**src/rtl/dlx_pkg.sv**
```systemverilog
// Shared DLX definitions used by the register-file write-side logic.
package dlx_pkg;

  localparam int REG_W = 5;
  localparam int XLEN  = 32;
  localparam logic [REG_W-1:0] R0 = '0;

  typedef struct packed {
    logic [REG_W-1:0] rd;
    logic [XLEN-1:0]  data;
  } wb_entry_t;

endpackage

```
**src/rtl/dlx_sync_fifo.sv**
```systemverilog
// Small synchronous FIFO of writeback entries; DEPTH must be a power of two.
module dlx_sync_fifo
  import dlx_pkg::*;
#(
  parameter int DEPTH = 2
) (
  input  logic      clk,
  input  logic      reset_n,
  input  logic      push,
  input  wb_entry_t push_data,
  input  logic      pop,
  output logic      full,
  output logic      empty,
  output wb_entry_t head
);

  localparam int AW = $clog2(DEPTH);

  wb_entry_t       mem [DEPTH];
  logic [AW-1:0]   wr_ptr;
  logic [AW-1:0]   rd_ptr;
  logic [AW:0]     count;

  logic do_push;
  logic do_pop;

  assign full    = (count == (AW+1)'(DEPTH));
  assign empty   = (count == '0);
  assign head    = mem[rd_ptr];
  assign do_push = push && !full;
  assign do_pop  = pop && !empty;

  // Pointers wrap naturally because DEPTH is a power of two.
  always_ff @(posedge clk or negedge reset_n) begin
    if (!reset_n) begin
      wr_ptr <= '0;
      rd_ptr <= '0;
      count  <= '0;
    end else begin
      if (do_push) wr_ptr <= wr_ptr + AW'(1);
      if (do_pop)  rd_ptr <= rd_ptr + AW'(1);
      if (do_push && !do_pop)      count <= count + (AW+1)'(1);
      else if (do_pop && !do_push) count <= count - (AW+1)'(1);
    end
  end

  always_ff @(posedge clk) begin
    if (do_push) mem[wr_ptr] <= push_data;
  end

endmodule

```
**src/rtl/dlx_wb_arbiter.sv**
```systemverilog
// Drives the register-file write port from the writeback stage and the
// long-latency unit result FIFO, and tracks pending long-unit destinations.
module dlx_wb_arbiter
  import dlx_pkg::*;
#(
  parameter int DEPTH    = 2,
  parameter int MAX_WAIT = 4
) (
  input  logic             clk,
  input  logic             reset_n,
  input  logic             wb_valid,
  input  logic [REG_W-1:0] wb_rd,
  input  logic [XLEN-1:0]  wb_data,
  input  logic             lu_valid,
  output logic             lu_ready,
  input  logic [REG_W-1:0] lu_rd,
  input  logic [XLEN-1:0]  lu_data,
  input  logic             iss_valid,
  input  logic [REG_W-1:0] iss_rd,
  input  logic [REG_W-1:0] q_rs1,
  input  logic [REG_W-1:0] q_rs2,
  output logic             q_busy1,
  output logic             q_busy2,
  output logic [REG_W-1:0] rf_rd,
  output logic [XLEN-1:0]  rf_data,
  output logic             stall_req
);

  localparam int WW = $clog2(MAX_WAIT + 1);
  localparam logic [WW-1:0] WAIT_MAX = WW'(MAX_WAIT);

  logic        fifo_full;
  logic        fifo_empty;
  logic        pop;
  logic        wb_write;
  wb_entry_t   fifo_head;
  wb_entry_t   lu_entry;
  logic [31:0] pending;
  logic [31:0] pending_next;
  logic [WW-1:0] wait_cnt;

  assign lu_entry = '{rd: lu_rd, data: lu_data};
  assign lu_ready = !fifo_full;
  assign wb_write = wb_valid && (wb_rd != R0);
  assign pop      = !wb_write && !fifo_empty;

  dlx_sync_fifo #(.DEPTH(DEPTH)) u_fifo (
    .clk       (clk),
    .reset_n   (reset_n),
    .push      (lu_valid && lu_ready),
    .push_data (lu_entry),
    .pop       (pop),
    .full      (fifo_full),
    .empty     (fifo_empty),
    .head      (fifo_head)
  );

  // The writeback stage cannot stall, so it always wins the port; a write to r0 is idle.
  always_comb begin
    rf_rd   = R0;
    rf_data = '0;
    if (wb_write) begin
      rf_rd   = wb_rd;
      rf_data = wb_data;
    end else if (!fifo_empty) begin
      rf_rd   = fifo_head.rd;
      rf_data = fifo_head.data;
    end
  end

  // Clear comes first so a same-cycle issue to the popped register keeps it pending.
  always_comb begin
    pending_next = pending;
    if (pop)                          pending_next[fifo_head.rd] = 1'b0;
    if (iss_valid && iss_rd != R0)    pending_next[iss_rd]       = 1'b1;
    pending_next[0] = 1'b0;
  end

  always_ff @(posedge clk or negedge reset_n) begin
    if (!reset_n) begin
      pending  <= '0;
      wait_cnt <= '0;
    end else begin
      pending <= pending_next;
      if (fifo_empty || pop)       wait_cnt <= '0;
      else if (wait_cnt != WAIT_MAX) wait_cnt <= wait_cnt + WW'(1);
    end
  end

  assign q_busy1   = pending[q_rs1];
  assign q_busy2   = pending[q_rs2];
  assign stall_req = fifo_full || (wait_cnt == WAIT_MAX);

endmodule

```
**config.mk**
```make
export PLATFORM = sky130hd
export DESIGN_NAME = dlx_wb_arbiter
export DESIGN_NICKNAME = d
export VERILOG_FILES = /design/src/rtl/dlx_pkg.sv /design/src/rtl/dlx_sync_fifo.sv /design/src/rtl/dlx_wb_arbiter.sv
export SDC_FILE = /design/constraint.sdc
export NUM_CORES = 1
export LEC_CHECK = 0
export BUFFER_PORTS_ARGS = -buffer_cell sky130_fd_sc_hd__buf_2
export CAP_MARGIN = 10
export CORE_MARGIN = 2
export CORE_UTILIZATION = 54
export CTS_CLUSTER_DIAMETER = 120
export DETAILED_ROUTE_END_ITERATION = 10
export PLACE_DENSITY = 0.87
export SYNTH_ARGS = -nofsm -noshare
export SYNTH_HDL_FRONTEND = slang
export SYNTH_HIERARCHICAL = 1
export SYNTH_SLANG_ARGS = --single-unit
export TNS_END_PERCENT = 30
```
**constraint.sdc**
```tcl
create_clock -name clk -period 3.2 [get_ports clk]
set_clock_uncertainty 0.15 [all_clocks]
set_input_delay 0.48 -clock clk [delete_from_list [all_inputs] [get_ports clk]]
set_output_delay 0.48 -clock clk [all_outputs]
set_load 0.01 [all_outputs]
```
**Word-level counts from Yosys, hierarchy flattened**

Memory sizes are Yosys's and may differ from the RTL's.
Index checks and enable logic that the tools add are counted.

- Output and inout port bits: 41
- Memories kept: 1
- Word-level logic and storage cells: 65
- Register bits: 38
- Input bits: 94
- Memory bits (writable): 74

- Reductions and logical operators: 22
- Add/sub/neg operators: 5
- Bitwise operators: 3
- Multiplexer cells: 20
- Order comparisons: 6
- Equality and inequality tests: 3

Memories:

| name | words | bits a word | rd ports | clocked after Yosys merged registers in | wr ports | line | RTL |
|---|---|---|---|---|---|---|---|
| u_fifo.mem | 2 | 37 | 1 | 0 | 1 | dlx_sync_fifo.sv:19 | `wb_entry_t mem [DEPTH];` |

Operators with widths:

| operator | number |
|---|---|
| 32-bit two-way mux | 4 |
| 32-bit AND | 1 |
| 32-bit NOT | 1 |
| 32-bit bitwise OR | 1 |
| 5-bit by 6-bit less-than comparator with 1-bit output, second input constant | 4 |
| 1-bit binary-select mux with 5-bit select | 2 |
| 1-bit demux with 5-bit select | 2 |
| 5-bit by 1-bit >= comparator with 1-bit output, second input constant | 2 |
| 1-bit logical AND | 10 |
| 5-bit two-way mux | 2 |
| 5-bit nonzero test | 2 |
| 1-bit two-way mux | 6 |
| 3-bit two-way mux | 2 |
| 1-bit zero test | 5 |
| 2-bit two-way mux | 2 |
| 2-bit nonzero test | 2 |
| 3-bit by 1-bit adder with 3-bit output, second input constant | 1 |
| 3-bit == test, second input constant | 1 |
| 3-bit != test, second input constant | 1 |
| 1-bit adder, second input constant | 2 |
| 2-bit by 1-bit adder with 2-bit output, second input constant | 1 |
| 2-bit == test, second input constant | 1 |
| 2-bit zero test | 1 |
| 1-bit logical OR | 2 |
| 2-bit by 1-bit subtractor with 2-bit output, second input constant | 1 |

**Longest topological paths before layout**

An unclocked memory read counts as a cell.

- Depth in word-level cells: 10
- Depth in mapped cells: 9
- Mapped depth without buffers: 9

**Cells and area by module**

The synthesis kept the hierarchy.

By module, submodules not included:

| module | instances | cells an instance | area each (um2) |
|---|---|---|---|
| dlx_sync_fifo | 1 | 134 | 2949.1 |
| dlx_wb_arbiter | 1 | 348 | 2856.5 |

**Worst setup path before layout**

OpenSTA, ideal clock, no wires.

- Kind: reg2reg
- Start: reg u_fifo.count[0]
- End: mem u_fifo/mem[0][0] (netlist name), enable pin
- Period minus slack after synthesis: 2.962 ns
- Setup time: 0.431 ns
- Slack: 0.238 ns
- Stages on the path, launching flop included: 6
- Data arrival time: 2.381 ns
- Buffers on the path: 0
- Cell sequence: dfrtp_1 -> nand2b_1 -> inv_1 -> nor2b_1 -> nand2_1 -> nor2_1

- Longest elaborated chain between the ends: 6

RTL lines:

| item | line | RTL |
|---|---|---|
| from (decl) | dlx_sync_fifo.sv:22 | `logic [AW:0] count;` |
| from (signal assigned) | dlx_sync_fifo.sv:42 | `if (do_push && !do_pop) count <= count + (AW+1)'(1);` |
| from (signal assigned) | dlx_sync_fifo.sv:43 | `else if (do_pop && !do_push) count <= count - (AW+1)'(1);` |
| 2-bit == test (*) | dlx_sync_fifo.sv:27 | `assign full = (count == (AW+1)'(DEPTH));` |
| net fifo_full | dlx_wb_arbiter.sv:32 | `logic fifo_full;` |
| 1-bit zero test (*) | dlx_sync_fifo.sv:30, dlx_wb_arbiter.sv:43 |  |
| 1-bit logical AND | dlx_wb_arbiter.sv:50 | `.push (lu_valid && lu_ready),` |
| 1-bit logical AND (*) | dlx_sync_fifo.sv:30 | `assign do_push = push && !full;` |
| 1-bit two-way mux (*) | dlx_sync_fifo.sv:48 | `if (do_push) mem[wr_ptr] <= push_data;` |
| 1-bit two-way mux (not written as such) (*) | dlx_sync_fifo.sv:48 |  |
| to (decl) | dlx_sync_fifo.sv:19 |  |

Mark *: on every way through the listed nets, which the timed path passes. The rest lies on a longest branch.

**Worst setup path after layout**

- Start: in wb_rd[2]
- End: out rf_data[8]

- Longest elaborated chain between the ends: 3

RTL lines:

| item | line | RTL |
|---|---|---|
| from (decl) | dlx_wb_arbiter.sv:12 | `input logic [REG_W-1:0] wb_rd,` |
| 5-bit nonzero test | dlx_wb_arbiter.sv:44 | `assign wb_write = wb_valid && (wb_rd != R0);` |
| 1-bit logical AND | dlx_wb_arbiter.sv:44 |  |
| 32-bit two-way mux | dlx_wb_arbiter.sv:62 | `if (wb_write) begin` |
| to (decl) | dlx_wb_arbiter.sv:25 | `output logic [XLEN-1:0] rf_data,` |

No other way between the ends.

==> impl_summary.md <==
Run status
The flow ran to the end, and the final reports show no timing, DRC or antenna violations.

Setup path
Data on the critical path is required at its endpoint by about 2600 ps. The largest single stage delay on the critical path is ~540 ps. STA classifies the critical path endpoint as a primary output.

The critical register-to-register path startpoint is u_fifo/rd_ptr. The arrival time reported for the critical path endpoint is 2150 ps. For flop-to-flop paths, the worst setup slack is 680 ps. In this design, the critical path's most frequently occurring cell is buf_2. The critical path contains buffers and inverters numbering 3 combined.

The cell at the slowest stage of the critical path is or4_4. Measured in cells, the most critical reg-to-reg path has a length of 5. On the critical path the largest part of the delay comes from buffers and inverters.

The signal on the critical path passes through buf_2 -> or4_4 -> o21a_2 -> buf_4 -> o21ai_0 -> buf_2. The reg-to-reg endpoint is pending[8]. Of all nets on the critical path, the largest fanout is 62. The worst setup path category is primary input to primary output. The worst setup path is launched from a primary input.

Pwr
The power per standard cell area is ~810 nW/um2. The leakage power total is roughly 2.8 nW. VDD sags by at most between 0.0003 and 0.0004 V.

Route
The pre-antenna-repair detailed-routing pass consisted of 5 iterations. For this run, design rule violations remaining after detail routing come to 0. The via-per-instance ratio is between 5 and 6.

The via total after detailed routing is about 4.4k. In this run the remaining antenna-violating nets after routing total 0. The detailed router finished its first iteration with about 390 violations. The detailed-route wire length per cell is ~19 um. The aggregate routed wire length is 13700 um.

STA
At the pin with the least slew margin, the transition time is approximately 800 ps. Setup repair after global routing left no endpoint under its margin. The final number of hold-violating endpoints is 0. For the final routed database, the setup TNS stands at 0 ps. Setup violations remaining at the end of the flow were counted as 0. Hold is met by 39.5 ps. The highest clock rate is 359 MHz. In the finished design, the share of the clock period the worst path needs comes to 0.869. The remaining max-slew budget at the tightest pin is 0.454. For the finished layout, the period the worst path requires is between 2000 and 3000 ps. The max-slew violation count was 0.

CTS
The total CTS buffers is 9. In this run, post-CTS hold repair placed 0 buffers. No sink is reached through more buffers than the 2 on the longest clock path.

After clock tree synthesis, the repair step resized 0 gates. CTS placed an instance of clkbuf_8 at the clock tree root. The later pin in the worst-skew pair is clocked with a latency of between 300 and 400 ps.

The setup fix buffers added after clock tree synthesis is 0. The clock transition at the register clock pins on the worst setup and hold paths after CTS is 100 ps. The tree built by TritonCTS fans out to between 100 and 150 sinks.

The CTS H-tree depth is 3. TritonCTS built the clock tree.

Global route
The number of antenna violations at the first check in global routing is 0. The global routing usage summed across all routing layers is 0.243. The first global-routing pass estimated roughly 22000 um of wire. The pin count of the biggest net entering global routing is 63. The via count of the first global-routing pass was between 4k and 5k.

Summed over all layers, the global routing overflow is 0.

Placement
In this run the tool buffered the top-level ports with ~130 buffer cells. After legalization and detailed placement, the total HPWL measured 9590 um. After detailed placement, the total cell area comes to 6540 um2. The congestion estimate from routability-driven global placement came to 0.888. Including well taps, the total number of placed cells is ~720.

Die
The row count is 37. The die is 108 um tall. Pin placement for this block handled ~140 I/O pins. The floorplan core area is 10400 um2. The horizontal die dimension is around 110 um. The initial utilization of the core area, before any placement, comes to 0.560.

The floorplan step defined a die boundary enclosing around 12000 um2.

Yosys
In the post-synthesis netlist, the biggest area contributors are edfxtp_1 (38%), dfrtp_1 (16%), mux2_4 (5.2%). By count the netlist is led by edfxtp_1 (74), o21ai_0 (50), nand2_1 (45). The post-synthesis cell count is ~480. Of the post-synthesis cell area, the dominant cell type holds 0.383.

The primary flip-flop cell chosen by synthesis mapping is edfxtp_1. The cell area after technology mapping is just under 6000 um2. The async set-or-reset flop fraction in the synthesized netlist is 0.339. The post-synthesis register bit count is 112. Synthesis produced a netlist with a net count of between 500 and 600. Synthesis instantiated 39 different standard cells from the library. The count of flip-flops with a built-in enable after synthesis is 74. Of all cell types, the one taking the most synthesized area is edfxtp_1. The post-synthesis sequential area ratio is 0.547.

The Yosys step of the flow raised 6 warnings. The mean area per synthesized cell is ~12 um2. The cell with the most instances after synthesis is edfxtp_1.

Min path
The path type of the worst min-delay path is primary input to async pin.

Job
The max-capacitance violation count is 0.

Finish
In the final layout, the share of cells above drive strength 1 is 0.352. At the end of the flow, the number of nets in the layout was approximately 700. The antenna diode instance count is 0. The area of all placed cells without fillers is 6740 um2. Once layout is complete, the cells apart from fillers number ~740. The area growth from synthesis to layout is 16.1%. The number of fillers in the final layout is roughly 800.
==> kinds of logic after synthesis <==
group / Yosys count / synth area share
AND/OR/NAND/NOR: 136 / 0.124
AO/OA/AOI/OAI: 118 / 0.134
flip-flops: 112 / 0.547
multiplexers: 62 / 0.141
buffers and inverters: 45 / 0.0397
XOR/XNOR: 6 / 0.00905
adder cells (fa/ha/maj): 3 / 0.00647
==> sequential cells by signal, summed over array words and instances (netlist names) <==
register	flops
wait_cnt	3
u_fifo/mem	74
u_fifo/wr_ptr	1
pending	31
u_fifo/count	2
u_fifo/rd_ptr	1
==> routing by layer <==
metal	track usage	part of all wire	up-vias
met5	0	0	-
met4	0.0815	0.018	0
met3	0.0460	0.069	25
met2	0.415	0.50	209
met1	0.311	0.41	2099
li1	-	-	2056
==> per-stage QoR <==
stage	total power (W)	util	worst slack (ps)
detailed placement	0.00460	0.630	477
finish	0.00545	0.650	418
global route	0.00578	0.650	399
CTS	0.00545	0.650	472
global placement	0.00449	0.630	565
floorplan	0.00391	-	238
==> power by group <==
group          switching [W]  internal [W]
Sequential          0.000355       0.00204
Combinational        0.00115       0.00105
Clock               0.000480      0.000371
==> placed cells by master, fill, tap and decap left out, drive strengths merged, types with 3 or more instances in the layout <==
| cell | n |
|---|---|
| o21ai | 57 |
| or3b | 4 |
| buf | 142 |
| edfxtp | 74 |
| a22oi | 4 |
| xnor2 | 4 |
| ha | 3 |
| o31ai | 7 |
| mux2 | 37 |
| nand2b | 41 |
| nand2 | 45 |
| nor3 | 4 |
| mux2i | 19 |
| nor2b | 5 |
| nor2 | 11 |
| inv | 11 |
| a21oi | 6 |
| mux4 | 6 |
| clkbuf | 9 |
| o41ai | 34 |
| nand3 | 11 |
| a22o | 3 |
| nand3b | 8 |
| dfrtp | 38 |
==> worst max-delay path by stage <==
stage               startpoint                to  slack (ps)  cells after the start
6_report              wb_rd[2]        rf_data[8]         420                      6
5_1_grt               wb_rd[2]        rf_data[8]         400                      6
4_1_cts               wb_rd[2]        rf_data[8]         470                      6
3_5_place_dp          wb_rd[2]        rf_data[8]         480                      6
3_3_place_gp          wb_rd[2]       rf_data[30]         570                      6
2_1_floorplan  u_fifo/count[0]  u_fifo/mem[0][0]         240                      5
==> final cells by class <==
type	count	area [um2]	area share
flip-flops and latches	112	3170	0.471
multi-input cells	325	2420	0.359
well taps	136	170	0.0253
inverters	8	30.0	0.00446
repair buffers	142	743	0.110
clock buffers	9	124	0.0184
clock inverters	7	77.6	0.0115
Power figures use the tool's default switching activity.
